--- src/rtl/pc_stack.sv ---
// pc_stack: program counter with return-address stack; define PC_STACK_WRAP_EN for a circular stack
module pc_stack #(
  parameter int WIDTH = 16,
  parameter int DEPTH = 8,
  parameter int STEP  = 1
) (
  input  logic                       clk,
  input  logic                       reset,
  input  logic [WIDTH-1:0]           in,
  input  logic                       load,
  input  logic                       inc,
  input  logic                       call,
  input  logic                       ret,
  input  logic                       hold,
  output logic [WIDTH-1:0]           out,
  output logic [WIDTH-1:0]           top,
  output logic [$clog2(DEPTH+1)-1:0] count,
  output logic                       full,
  output logic                       empty,
  output logic                       err
);
  localparam int CW = $clog2(DEPTH+1);
  localparam int PW = (DEPTH > 1) ? $clog2(DEPTH) : 1;
  logic [WIDTH-1:0] stack_q [DEPTH];
  logic [WIDTH-1:0] out_q, out_d, ra;
  logic [CW-1:0]    count_q, count_d;
  logic [PW-1:0]    ptr_q, ptr_d, ptr_inc, ptr_dec;
  logic             err_q, err_d, do_pop, do_call, do_push, push_err;
  // ptr_q is the next write slot; top lives just below it, modulo DEPTH
  assign ptr_inc = (ptr_q == PW'(DEPTH-1)) ? '0 : ptr_q + 1'b1;
  assign ptr_dec = (ptr_q == '0) ? PW'(DEPTH-1) : ptr_q - 1'b1;
  assign full    = count_q == CW'(DEPTH);
  assign empty   = count_q == '0;
  assign top     = empty ? '0 : stack_q[ptr_dec];
  assign out     = out_q;
  assign count   = count_q;
  assign err     = err_q;
  // next-state decode in priority order hold > ret > call > load > inc
  always_comb begin
    ra      = out_q + WIDTH'(STEP);
    do_pop  = !hold && ret && !empty;
    do_call = !hold && !ret && call;
`ifdef PC_STACK_WRAP_EN
    do_push  = do_call;
    push_err = 1'b0;
`else
    do_push  = do_call && !full;
    push_err = do_call && full;
`endif
    out_d   = hold ? out_q : ret ? (empty ? out_q : top) : call ? (do_push ? in : out_q) :
              load ? in : inc ? ra : out_q;
    count_d = do_pop ? count_q - 1'b1 : (do_push && !full) ? count_q + 1'b1 : count_q;
    ptr_d   = do_pop ? ptr_dec : do_push ? ptr_inc : ptr_q;
    err_d   = err_q | (!hold && ret && empty) | push_err;
  end
  // control state with synchronous reset
  always_ff @(posedge clk) begin
    if (reset) begin
      out_q   <= '0;
      count_q <= '0;
      ptr_q   <= '0;
      err_q   <= 1'b0;
    end else begin
      out_q   <= out_d;
      count_q <= count_d;
      ptr_q   <= ptr_d;
      err_q   <= err_d;
    end
  end
  // stack storage is never reset; count gates visibility of stale entries
  always_ff @(posedge clk) begin
    if (!reset && do_push) stack_q[ptr_q] <= ra;
  end
endmodule

--- config.mk ---
export PLATFORM = sky130hd
export DESIGN_NAME = pc_stack
export DESIGN_NICKNAME = d
export VERILOG_FILES = /design/src/rtl/pc_stack.sv
export SDC_FILE = /design/constraint.sdc
export NUM_CORES = 1
export LEC_CHECK = 0
export BUFFER_PORTS_ARGS = -buffer_cell sky130_fd_sc_hd__clkbuf_2
export CAP_MARGIN = 0
export CORE_ASPECT_RATIO = 1.25
export CORE_UTILIZATION = 30
export DETAILED_ROUTE_END_ITERATION = 12
export PLACE_DENSITY = 0.55
export SYNTH_ARGS = -nofsm -noshare
export SYNTH_HDL_FRONTEND = slang
export SYNTH_SLANG_ARGS = --single-unit
--- constraint.sdc ---
create_clock -name clk -period 6.61 [get_ports clk]
set_input_delay 0.9915 -clock clk [delete_from_list [all_inputs] [get_ports clk]]
set_output_delay 0.9915 -clock clk [all_outputs]
set_load 0.01 [all_outputs]
* After elaboration in Yosys (flattened, before gate mapping)
Memory sizes are Yosys's and may differ from the RTL's.
Index checks and enable logic that the tools add are counted.
** Word-level totals
- Register bits after elaboration :: 24
- RAM bits :: 128
- Output and inout bits :: 39
- Logic and storage cells :: 52
- Memories kept :: 1
** Memories
- stack_q :: depth 8, bits a word 16, read ports 1, clocked after Yosys merged registers in 0, wr ports 1, RTL line 24 : logic [WIDTH-1:0] stack_q [DEPTH];
** Cells by class
- $add $sub $neg :: 5
- Equality and inequality tests :: 4
- Muxes and demuxes :: 15
- Bitwise gates (word level) :: 3
- Reduce and logical (&&, ||, !) cells :: 20
** Operator list (number)
- 16-bit 2-to-1 mux :: 7
- 16-bit by 1-bit adder with 16-bit output, second input constant :: 1
- 3-bit 2-to-1 mux :: 4
- 1-bit logical AND :: 9
- 4-bit 2-to-1 mux :: 2
- 1-bit zero test :: 5
- 4-bit by 1-bit adder with 4-bit output, second input constant :: 1
- 4-bit equality test, second input constant :: 1
- 4-bit zero test :: 1
- 4-bit AND reduction :: 1
- 2-bit nonzero test :: 2
- 4-bit nonzero test :: 1
- 4-bit by 1-bit subtractor with 4-bit output, second input constant :: 1
- 3-bit by 1-bit adder with 3-bit output, second input constant :: 1
- 3-bit equality test, second input constant :: 1
- 3-bit zero test :: 1
- 3-bit by 1-bit != test with 1-bit output, second input constant :: 1
- 3-bit by 1-bit subtractor with 3-bit output, second input constant :: 1
- 1-bit 2-to-1 mux :: 2
- 2-bit != test, second input constant :: 1
- 1-bit OR :: 2
- 1-bit inverter :: 1

* Longest topological paths before layout
- Depth after elaboration :: 7
- Mapped depth :: 11
- Depth with buffers taken out :: 8

* Worst setup path after synthesis
OpenSTA, ideal clock, no wires.
- Path type :: input port to flip-flop
- From :: input ret
- To :: memory stack_q[4][0] (enable)
- Library setup time :: 0.430 ns
- Data arrival time :: 3.698 ns
- Setup slack :: 2.482 ns
- Cell stages on the path :: 5
- Buffers on the path :: 1
- Cells stage by stage :: clkbuf_1 or3b_2 a21oi_1 nand2_1 nor4_1
** On the way
- Cells in the longest elaborated chain, start to end :: 7
** Ends and longest elaborated chain
- from (decl) :: RTL line 13 : input logic ret,
- 1-bit zero test :: RTL line 42 : do_call = !hold && !ret && call;
- 1-bit logical AND (2 in a row) :: RTL line 42
- 1-bit logical AND :: RTL line 47 : do_push = do_call && !full;
- 1-bit logical AND :: RTL line 72 : if (!reset && do_push) stack_q[ptr_q] <= ra;
- 1-bit 2-to-1 mux :: RTL line 72
- 1-bit 2-to-1 mux (implied by the code) :: RTL line 72
- to (decl) :: RTL line 24
Every way passes these cells.

* Final worst setup path
- From :: register ptr_q[0]
- To :: output top[8]
** On the way
- Cells in the longest elaborated chain, start to end :: 4
- Elaborated cells on any way between the ends :: 5
** Ends and longest elaborated chain
- from (decl) :: RTL line 27 : logic [PW-1:0] ptr_q, ptr_d, ptr_inc, ptr_dec;
- from (signal assigned) :: RTL line 66 : ptr_q <= ptr_d;
- 3-bit by 1-bit subtractor with 3-bit output / 3-bit zero test (equally long branches) :: RTL line 31 : assign ptr_dec = (ptr_q == '0) ? PW'(DEPTH-1) : ptr_q - 1'b1;
- 3-bit 2-to-1 mux * :: RTL line 31
- memory read 8 x 16 bit *
- 16-bit 2-to-1 mux * :: RTL line 34 : assign top = empty ? '0 : stack_q[ptr_dec];
- to (decl) :: RTL line 16 : output logic [WIDTH-1:0] top,
Mark *: on every way between the ends. The rest lies on a longest branch, timed or not.

==> run_results.csv <==
group,metric,value,unit
run_status,status,"completed",
cells_and_area,regArea,0.00432,sq mm
synthesis,synth_compound_area_frac,0.0660,
cells_and_area,n_fill_cell,2046,
timing,finClkSkew,0.00738,ns
drt,initialDrtViolationCount,283,
synthesis,syn_avg_cell_area,15.4,sq um
global_routing,grt_pass1_vias,4233,
drt,wl_per_cell,21.3,um
floorplanning,start_util,0.307,
floorplanning,die_x,135,um
synthesis,synth_cell_type_count,61,
clocking,postCtsSetupBuffers,0,
timing,rsz0062_at_grt,"no",
setup_path,cp-endpoint,"top[8]",
power_and_ir_drop,ir_drop,196,uV
setup_path,rrSetupSlack,3.48,ns
setup_path,critical_path_class,"reg2out",
clocking,clock_latency,0.42,ns
setup_path,cp.arrival,3.20,ns
setup_path,required,5.62,ns
cells_and_area,drive_above_1_share,0.278,
clocking,hold_buffers,0,
clocking,htreeDepth,4,
setup_path,crit_path_start,"ptr_q[0]",
cells_and_area,nets,530,
timing,relSlewSlack,0.0922,
global_routing,grtUsageTotal,0.159,
setup_path,end_kind,"output port",
timing,finalSetupViolations,0,
synthesis,yosys_most_used_dff,"edfxtp_1",
power_and_ir_drop,powerDensity,309,mW/mm^2
global_routing,grt_max_degree,32,
synthesis,synth-simple-area-share,0.0940,
synthesis,synthXorXnorAreaFrac,0.0199,
floorplanning,num_rows,60,
synthesis,ys_seq_area_frac,0.654,
synthesis,netlist_area,0.00661,sq mm
synthesis,async_flop_share,0,
cells_and_area,n_antenna_cell,0,
floorplanning,ioPinCount,62,
place,dpl.hpwl,11000,um
place,dp.cells,761,
drt,wl,16900,um
setup_path,timing.rr.start,"ptr_q[0]",
synthesis,synthAdderAreaFrac,0.0114,
global_routing,antenna_found_initial,0,
cells_and_area,multi_input_area,0.00216,sq mm
timing,max_freq,238,MHz
synthesis,synth_nets,458,
clocking,cts_buffers,17,
power_and_ir_drop,power_leakage,2.74,nW
drt,ant_nets,0,
synthesis,synth_top_family_by_area,"multiplexers",
drt,drcViolationCount,0,
drt,first_pass_iters,5,
synthesis,ys_ff_latch,152,
place,io_buffers,61,
clocking,path_clk_slew,0.06,ns
synthesis,synth_edf_count,128,
synthesis,synthCells,429,
timing,period_share,0.634,
drt,vias_per_cell,5.14,
synthesis,muxShareOfSynthArea,0.132,
synthesis,yosys_warnings,0,
clocking,cts_tree,"done",
clocking,cts_resized,0,
worst_hold_path,worst_hold_startpoint,"err",
timing,post-route-min-period,4.19,ns
floorplanning,core-area,0.0215,sq mm
clocking,clock_path_buffers,2,
drt,dr_total_vias,4073,
clocking,clock-sinks,152,
run,maxCapViolCount,0,
floorplanning,die_h,168,um
timing,setup_slack,2.42,ns
setup_path,crit_path_max_fanout,31,
timing,worst_slew_pin_slew,1.35,ns
global_routing,globalRouteOverflowTotal,0,
global_routing,grt_first_pass_wirelength,26200,um
setup_path,timing.rr.end,"out[9]",
cells_and_area,fin_cells,793,
floorplanning,die_area,0.0226,sq mm
clocking,cts_root_buf,"clkbuf_16",
cells_and_area,area_delta_synth_final,18.9,%
timing,tns,0,ns
setup_path,worstRegToRegCells,9,
worst_hold_path,hold_class,"reg2reg",
setup_path,critPathLaunchType,"flop",
place,place_ws,2.83,ns
timing,drv_slew,0,
place,place_congestion,0.783,
timing,hold_violations,0,
## worst min path at each step
stage / depth (start not counted) / to / slack (ns)
2_1_floorplan: 2 / err / 0.50
3_3_place_gp: 2 / err / 0.45
3_5_place_dp: 2 / err / 0.46
4_1_cts: 2 / err / 0.48
5_1_grt: 2 / err / 0.53
6_report: 2 / err / 0.48
## flip-flops by register name, indices dropped and copies added (netlist names)
| signal | cells |
|---|---|
| out | 16 |
| stack_q | 128 |
| err | 1 |
| count | 4 |
| ptr_q | 3 |
## critical path, cell delays in order (launching register included)
cell      delay (ns)
dfxtp_1         0.50
inv_1           0.12
ha_1            0.22
ha_1            0.24
nor2b_4         0.11
buf_4           0.51
mux4_2          0.58
mux2i_1         0.24
nor2_1          0.10
clkbuf_2        0.16
## routing by layer
metal  GRT usage  vias to the layer above  share of wire
met2       0.258                      130           0.49
met1       0.210                     2077           0.44
met5           0                        -              0
li1            -                     1845              -
met3      0.0301                       21          0.050
met4      0.0616                        0          0.020
## cells in the final DEF, fill, tap and decap left out, types with 4 or more instances in the layout
cell       synthesis  routed
edfxtp_1         128     128
clkbuf_2           1      61
nor2_1            42      41
mux4_2            24      24
dfxtp_1           24      24
nand2_1           20      20
clkbuf_16          0      17
mux2i_1           13      13
a21oi_1           11      11
buf_4              1      11
xor2_1            10      10
nand3_1           10      10
nor3_1            13      10
inv_1              9       9
a22o_1             8       8
a211oi_1           8       8
mux2_2             6       6
ha_1               6       6
xnor2_1            5       5
nand4_1            5       5
and2_1             5       5
mux4_1             5       5
o21ai_0            5       5
a221o_1            5       5
clkinv_2           0       5
and4_1             4       4
nor3_2             1       4
a31oi_1            4       4
bufinv_16          0       4
## kinds of logic (layout without fill, tap and decap cells)
group / count (synthesis) / in the layout
adder cells (fa/ha/maj): 6 / 6
buffers and inverters: 28 / 113
XOR/XNOR: 15 / 15
AO/OA/AOI/OAI: 58 / 58
AND/OR/NAND/NOR: 122 / 122
flip-flops: 152 / 152
multiplexers: 48 / 48
## metrics by stage
step | hold slack (ns) | instance area (sq um) | util | power (mW)
2_1_floorplan | 0.502 | 6610 | - | 1.33
6_report | 0.479 | 7860 | 0.365 | 2.43
3_5_place_dp | 0.461 | 7250 | 0.337 | 1.45
3_3_place_gp | 0.454 | 7250 | 0.337 | 1.45
5_1_grt | 0.534 | 7860 | 0.365 | 2.52
4_1_cts | 0.478 | 7860 | 0.365 | 2.45
## synth_stat cells, types with 6 or more instances
library cell | n | area share
nor3_1 | 13 | 0.0098
a211oi_1 | 8 | 0.0091
inv_1 | 9 | 0.0051
clkbuf_1 | 11 | 0.0062
nand2_1 | 20 | 0.011
dfxtp_1 | 24 | 0.073
nor2_1 | 42 | 0.024
a22o_1 | 8 | 0.011
edfxtp_1 | 128 | 0.58
ha_1 | 6 | 0.011
mux2_2 | 6 | 0.010
a21oi_1 | 11 | 0.0083
mux4_2 | 24 | 0.082
xor2_1 | 10 | 0.013
nand3_1 | 10 | 0.0076
mux2i_1 | 13 | 0.020
## cell type report
type,instances,area share
inverter,9,0.00430
sequential,152,0.550
timing repair buffer,72,0.0493
tap,279,0.0444
clock inverter,14,0.0231
clock buffer,18,0.0546
multi-input combinational,249,0.274
## power by group
part	total, mW	switching, mW	internal [mW]
Sequential	1.09	0.0258	1.07
Combinational	0.338	0.204	0.133
Clock	1.00	0.375	0.627
No activity file was read; power rests on OpenSTA's default activity.
